[src/rtl/fir_coeff_loader.sv]
// Coefficient writer for the fir block: builds a frame in a shadow bank, then commits all taps in one edge.
// Optional build macro COEFF_LOADER_SYMMETRIC_EN: each word fills a mirrored tap pair (linear-phase filters).
module fir_coeff_loader #(
    parameter int BITWIDTH = 16,
    parameter int N        = 16
) (
    input  logic                       clk,
    input  logic                       rst,
    input  logic                       in_valid,
    output logic                       in_ready,
    input  logic signed [BITWIDTH-1:0] in_data,
    input  logic                       in_last,
    output logic signed [BITWIDTH-1:0] coeffs [N-1:0],
    output logic                       loaded,
    output logic                       err
);

    localparam int CW = $clog2(N + 1);
    localparam int IW = (N > 1) ? $clog2(N) : 1;
`ifdef COEFF_LOADER_SYMMETRIC_EN
    localparam int M = (N + 1) / 2;
    localparam logic [IW-1:0] LAST_IDX = IW'(N - 1);
`else
    localparam int M = N;
`endif
    localparam logic [CW-1:0] M_C = CW'(M);
    localparam logic [CW-1:0] ONE = CW'(1);

    typedef enum logic [1:0] {IDLE, LOAD, DRAIN, COMMIT} state_t;

    state_t                      state, state_nxt;
    logic [CW-1:0]               cnt, cnt_nxt, base;
    logic [IW-1:0]               wr_idx;
    logic                        xfer, wr_en, err_set, loaded_set;
    logic signed [BITWIDTH-1:0]  shadow [N-1:0];

    always_comb begin
        state_nxt  = state;
        cnt_nxt    = cnt;
        wr_en      = 1'b0;
        err_set    = 1'b0;
        loaded_set = 1'b0;
        in_ready   = !rst && (state != COMMIT);
        // IDLE behaves like LOAD with an empty frame, so both share one path.
        base       = (state == IDLE) ? '0 : cnt;
        wr_idx     = base[IW-1:0];
        xfer       = in_valid && in_ready;
        case (state)
            IDLE, LOAD: begin
                if (xfer) begin
                    wr_en   = 1'b1;
                    cnt_nxt = base + ONE;
                    if (in_last) begin
                        if (cnt_nxt == M_C) begin
                            state_nxt = COMMIT;
                        end else begin
                            err_set   = 1'b1;
                            state_nxt = IDLE;
                        end
                    end else if (cnt_nxt == M_C) begin
                        state_nxt = DRAIN;
                    end else begin
                        state_nxt = LOAD;
                    end
                end
            end
            DRAIN: begin
                if (xfer && in_last) begin
                    err_set   = 1'b1;
                    state_nxt = IDLE;
                end
            end
            COMMIT: begin
                loaded_set = 1'b1;
                state_nxt  = IDLE;
            end
            default: state_nxt = IDLE;
        endcase
    end

    always_ff @(posedge clk) begin
        if (rst) begin
            state  <= IDLE;
            cnt    <= '0;
            loaded <= 1'b0;
            err    <= 1'b0;
            for (int i = 0; i < N; i++) begin
                shadow[i] <= '0;
                coeffs[i] <= '0;
            end
        end else begin
            state  <= state_nxt;
            cnt    <= cnt_nxt;
            loaded <= loaded_set;
            err    <= err_set;
            if (wr_en) begin
                shadow[wr_idx] <= in_data;
`ifdef COEFF_LOADER_SYMMETRIC_EN
                shadow[LAST_IDX - wr_idx] <= in_data;
`endif
            end
            // Whole bank swaps in one edge so fir never sees a mixed set.
            if (state == COMMIT) begin
                coeffs <= shadow;
            end
        end
    end

endmodule

[config.mk]
export PLATFORM = sky130hd
export DESIGN_NAME = fir_coeff_loader
export DESIGN_NICKNAME = d
export VERILOG_FILES = /design/src/rtl/fir_coeff_loader.sv
export SDC_FILE = /design/constraint.sdc
export NUM_CORES = 1
export LEC_CHECK = 0
export BUFFER_PORTS_ARGS = -buffer_cell sky130_fd_sc_hd__buf_2
export CAP_MARGIN = 20
export CORE_ASPECT_RATIO = 2
export CORE_UTILIZATION = 55
export CTS_CLUSTER_SIZE = 20
export DETAILED_ROUTE_END_ITERATION = 7
export PLACE_DENSITY = 0.78
export SKIP_CTS_REPAIR_TIMING = 1
export SYNTH_ARGS = -nofsm -noshare
export SYNTH_HDL_FRONTEND = slang
export SYNTH_SLANG_ARGS = --single-unit
[constraint.sdc]
create_clock -name clk -period 2.55 [get_ports clk]
set_input_delay 0.3825 -clock clk [delete_from_list [all_inputs] [get_ports clk]]
set_output_delay 0.3825 -clock clk [all_outputs]
set_load 0.01 [all_outputs]
## Yosys cells after proc, flatten, opt, wreduce, memory -nomap -nowiden

Cells that the tools add are included.
Widths: inputs -> output; s select.

| word-level totals | value |
|---|---|
| bits in registers | 521 |
| input port bits | 20 |
| output and inout port bits | 259 |

| cells by class | value |
|---|---|
| add/sub/neg operators | 1 |
| order comparisons | 2 |
| equality and inequality tests | 7 |
| multiplexer cells | 18 |
| reductions and logical operators | 9 |

Operators by type and width:

| cell | number |
|---|---|
| $bwmux 256 | 1 |
| $demux 16 s4 | 1 |
| $mux 16 | 1 |
| $mux 2 | 5 |
| $mux 1 | 7 |
| $ne 2x2->1 const B | 3 |
| $pmux 2 s3 | 1 |
| $add 5x1->5 const B | 1 |
| $eq 5x5->1 const B | 1 |
| $lt 4x5->1 const B | 1 |
| $mux 5 | 1 |
| $eq 2x2->1 const B | 2 |
| $ge 4x1->1 const B | 1 |
| $logic_and 1x1->1 | 4 |
| $reduce_and 2->1 | 2 |
| $eq 2x1->1 const B | 1 |
| $logic_not 2->1 | 1 |
| $pmux 1 s2 | 1 |
| $reduce_or 2->1 | 1 |
| $logic_not 1->1 | 1 |

## Longest topological paths before layout

| depth | value |
|---|---|
| depth after elaboration | 8 |
| mapped depth | 11 |

## Worst setup path after synthesis

Ideal clock, no wire load.

| timing | value |
|---|---|
| kind | register to register |
| start | register state[1] |
| end | register shadow[100] in the netlist's numbering |
| arrival | 2219 ps |
| required time | 2421 ps |
| path slack | 203 ps |
| cell stages (with the launch flop) | 12 |
| buffers on the path | 4 |
| period minus slack after synthesis | 2347 ps |
| cell sequence | dfxtp_1 > buf_4 > or2_2 > buf_2 > and2_1 > inv_1 > ha_1 > nor4bb_1 > buf_4 > nand3_4 > buf_4 > mux2i_1 |

| between the ends | value |
|---|---|
| longest elaborated chain between the ends | 7 |
| elaborated cells on any way between the ends | 15 |

RTL lines:

| item | RTL line | RTL |
|---|---|---|
| start: declaration | 31 | `state_t state, state_nxt;` |
| start signal: assignment | 92 | `state <= state_nxt;` |
| $logic_not 2->1 | 45, 48 |  |
| $mux 5 | 45 | `base = (state == IDLE) ? '0 : cnt;` |
| $lt 4x5->1 (implied by the code) / $ge 4x1->1 (equally long branches) | 97 | `shadow[wr_idx] <= in_data;` |
| $logic_and 1x1->1 (implied by the code) | 97 |  |
| $mux 16 (implied by the code) | 97 |  |
| $demux 16 s4 | 97 |  |
| $bwmux 256 | 97 |  |
| end signal: indexed assignment | 97 |  |
| end: declaration | 35 | `logic signed [BITWIDTH-1:0] shadow [N-1:0];` |

Several ways; a longest one is shown, not always the timed one.
A chain may end at the register's enable or synchronous reset.

## Worst setup path in the final report

| timing | value |
|---|---|
| start | register state[1] |
| end | register shadow[133] in the netlist's numbering |

Same word-level chain as after synthesis.

==> summary.txt <==
STA
  – Final Skew: about 0.019 ns
  – Achievable frequency: roughly 410 MHz
  – Setup TNS Final: 0 ns
  – Final setup violating endpoints: 0
  – Worst-Margin Slew: 0.718 ns
  – Final Critical Period: 2.42 ns
  – Final Hold Vio Count: 0
  – Period Utilization, post-route: 0.948
  – Hold_ws: 0.206 ns
  – Final WS setup: 0.133 ns
  – Unrepaired setup endpoints after global routing: false
  – Slew Viols, Final: 0
  – Slew headroom: 0.521

Yosys
  – Post-synth EDFFs: 0
  – Syn_nets: 1,716
  – Mapped Avg Cell Area: 10.8 sq um
  – Part of the Yosys area used for sequential elements: 0.571
  – Ys async rst share: 0
  – Yosys warning total: 0
  – Area leader, netlist: dfxtp_1
  – Post-synth cell types: 44
  – Proportion of netlist area held by the largest area contributor: 0.571
  – Synth Register Bits: approximately 520
  – Cells after Synth: 1,691
  – Synth Cell Area: 18,300 sq um
  – Ys flop type: dfxtp_1
  – Largest cells by area after synthesis: dfxtp_1, a22o_1, mux2i_1

Clocking
  – Total CTS buffers: between 40 and 50
  – Root Driver: clkbuf_16
  – Clk buf depth: 3
  – Worst-path clk slew: 0.07 ns
  – TritonCTS clock tree: built
  – Clock sinks: approximately 520
  – H-tree levels: 2
  – Clock Latency Late Sink: between 0.5 and 0.6 ns

Power
  – Combinational Power Share: 0.028
  – Switching Share: 0.208
  – Worst IR drop on VDD: between 0.6 and 0.7 mV
  – Internal power: between 0.01 and 0.015 W
  – Share of power burned in registers: 0.524
  – Clock share of power: 0.448
  – Switch Pwr: 0.00323 W
  – Power density over the cells: 731 nW/um^2
  – LEAKAGE: 9.37 nW

Placed design
  – Placed Instance Area: between 15,000 and 20,000 sq um
  – DP Worst Slack: 0.146 ns
  – RD Place Congestion: 0.842
  – DP HPWL: about 33,000 microns
  – Number of port buffers: 278

Routing
  – DRC Markers: 0
  – Routed vias: 13,792
  – Total Wirelength: 50,800 microns
  – DR iter-0 viols: about 940
  – Vias per cell: a little under 6
  – Initial DRT Pass Iterations: 5
  – Wirelength per Cell: 21.8 microns
  – Final ANT Viol Nets: 0

Global route
  – Grt met3 use: 0.0457
  – Vias in the first global route: roughly 14,000
  – GRT met2 Usage: 0.516
  – Global-route wire length before repair: 76,800 microns
  – All-layer global routing usage: 0.296
  – Most crowded layer after global routing: met2
  – Largest net degree at the start of global routing: 164
  – Gr ovfl total: 0
  – Initial antenna violation count: 1
  – Met1 global-route usage: 0.330

Worst setup path
  – CP max stage cell: nor4bb_4
  – Worst path required time: 2.95 ns
  – CP Class: register to register
  – Max incr delay on CP: 0.48 ns
  – Crit end category: register
  – Crit Path Max Fanout: 13
  – Worst EP arrival: between 2 and 3 ns
  – CP Launch Type: register
  – Worst path cell trace: or2_2 > and2_1 > inv_1 > ha_1 > nor4bb_4 > nand3_4 > buf_4 > mux2i_1

Worst hold path
  – Hold/Removal Path Class: input pin to register

Floorplan
  – Die width: 131 microns
  – Core ar.: 32,800 sq um
  – Die Area: 34,000 sq um
  – Number of placed I/O pins: 279
  – Die height: 260 microns
  – Core Rows: 94
  – Starting Density: 0.557

Flow run
  – MaxCap Viol Count: 0

Final layout
  – Final Instance Area: 21,300 sq um
  – Final core utilization: 0.649
  – Area Overhead vs Synth: 16.5%
  – Final nets: 1,889
  – Layout cells sized above 1: 0.216
  – Filler cells: 2,583

Run status
  – Run status: finished clean
## metrics by stage
step / std cells / total power, W
after floorplan: 1691 / 0.00861
after global placement: 2251 / 0.00878
after detailed placement: 2251 / 0.00878
after CTS: 2326 / 0.0157
after global routing: 2327 / 0.0160
final: 2327 / 0.0156
## registers in the layout, summed over array words and instances, names as in the netlist
register and flops:
loaded 1, coeffs 256, shadow 256, err 1, cnt 5, state 2
## power by group through the flow
stage	logic, W	clock network (W)	registers, W
2_1_floorplan	0.000269	0	0.00834
4_1_cts	0.000434	0.00706	0.00816
5_1_grt	0.000457	0.00738	0.00816
3_5_place_dp	0.000433	0	0.00835
3_3_place_gp	0.000427	0	0.00835
6_report	0.000437	0.00697	0.00816
## metal layers
layer	vias to the layer above	share of wire	wire length, microns
li1	6394	-	-
met1	6700	0.36	18500
met2	536	0.51	26000
met3	162	0.056	2850
met4	0	0.068	3430
met5	-	0	0
## logic make-up (layout without fill, tap and decap cells)
group / Yosys count / in the layout / synth area share
buffers and inverters: 194 / 397 / 0.0491
AND/OR/NAND/NOR: 314 / 314 / 0.106
XOR/XNOR: 2 / 2 / 0.000959
AO/OA/AOI/OAI: 526 / 526 / 0.199
other: 0 / 1 / 0
multiplexers: 129 / 129 / 0.0712
flip-flops: 521 / 521 / 0.571
adder cells (fa/ha/maj): 5 / 5 / 0.00342
## placed cells by master (no fill, tap or decap), drive strengths merged, types with 4 or more instances in the layout
master,instances
clkinv,4
mux2i,121
nand3,138
dfxtp,521
a22o,256
clkbuf,64
nand4bb,4
o21ai,130
ha,5
mux2,8
a21oi,131
nand2b,136
nor2b,11
bufinv,7
inv,5
buf,317
## Yosys cell counts, types with 2 or more instances
cell type / n
a21oi_1: 131
a22o_1: 256
and2_1: 2
and3_1: 2
and4bb_1: 2
buf_1: 28
buf_2: 84
buf_4: 5
buf_6: 6
clkbuf_1: 67
dfxtp_1: 521
ha_1: 5
inv_1: 3
mux2_2: 8
mux2i_1: 121
nand2_1: 3
nand2b_1: 136
nand3_1: 130
nand3_4: 8
nand3b_1: 3
nand4bb_1: 4
nor2_1: 3
nor2b_1: 11
nor3_1: 2
nor4bb_1: 2
o21ai_0: 115
o21ai_1: 15
xor2_1: 2
## final timing paths
kind | slack (ns) | startpoint | depth (start not counted) | end
worst max-delay path | 0.13 | state[1] | 8 | shadow[133]
worst min-delay path | 0.21 | rst | 2 | shadow[63]
worst max register to register | 0.13 | state[1] | 8 | shadow[133]
worst min register to register | 0.46 | shadow[40] | 1 | coeffs[40]
## area by class of cell
| class | count | area (sq um) | area share |
|---|---|---|---|
| diodes | 1 | 2.50 | 0.000118 |
| clock buffers | 63 | 1240 | 0.0583 |
| clock inverters | 12 | 239 | 0.0112 |
| inverters | 4 | 15.0 | 0.000705 |
| multi-input cells | 976 | 7010 | 0.329 |
| flip-flops and latches | 521 | 10400 | 0.490 |
| well taps | 432 | 541 | 0.0254 |
| repair buffers | 318 | 1810 | 0.0852 |
## worst max-delay path, delay by kind of cell (launching register included)
family | cells | cell delay [ns]
AND/OR/NAND/NOR | 4 | 1.30
buffers and inverters | 2 | 0.36
flip-flops | 1 | 0.31
adder cells (fa/ha/maj) | 1 | 0.19
multiplexers | 1 | 0.12
Note: power is estimated with default switching activity, not from simulation.
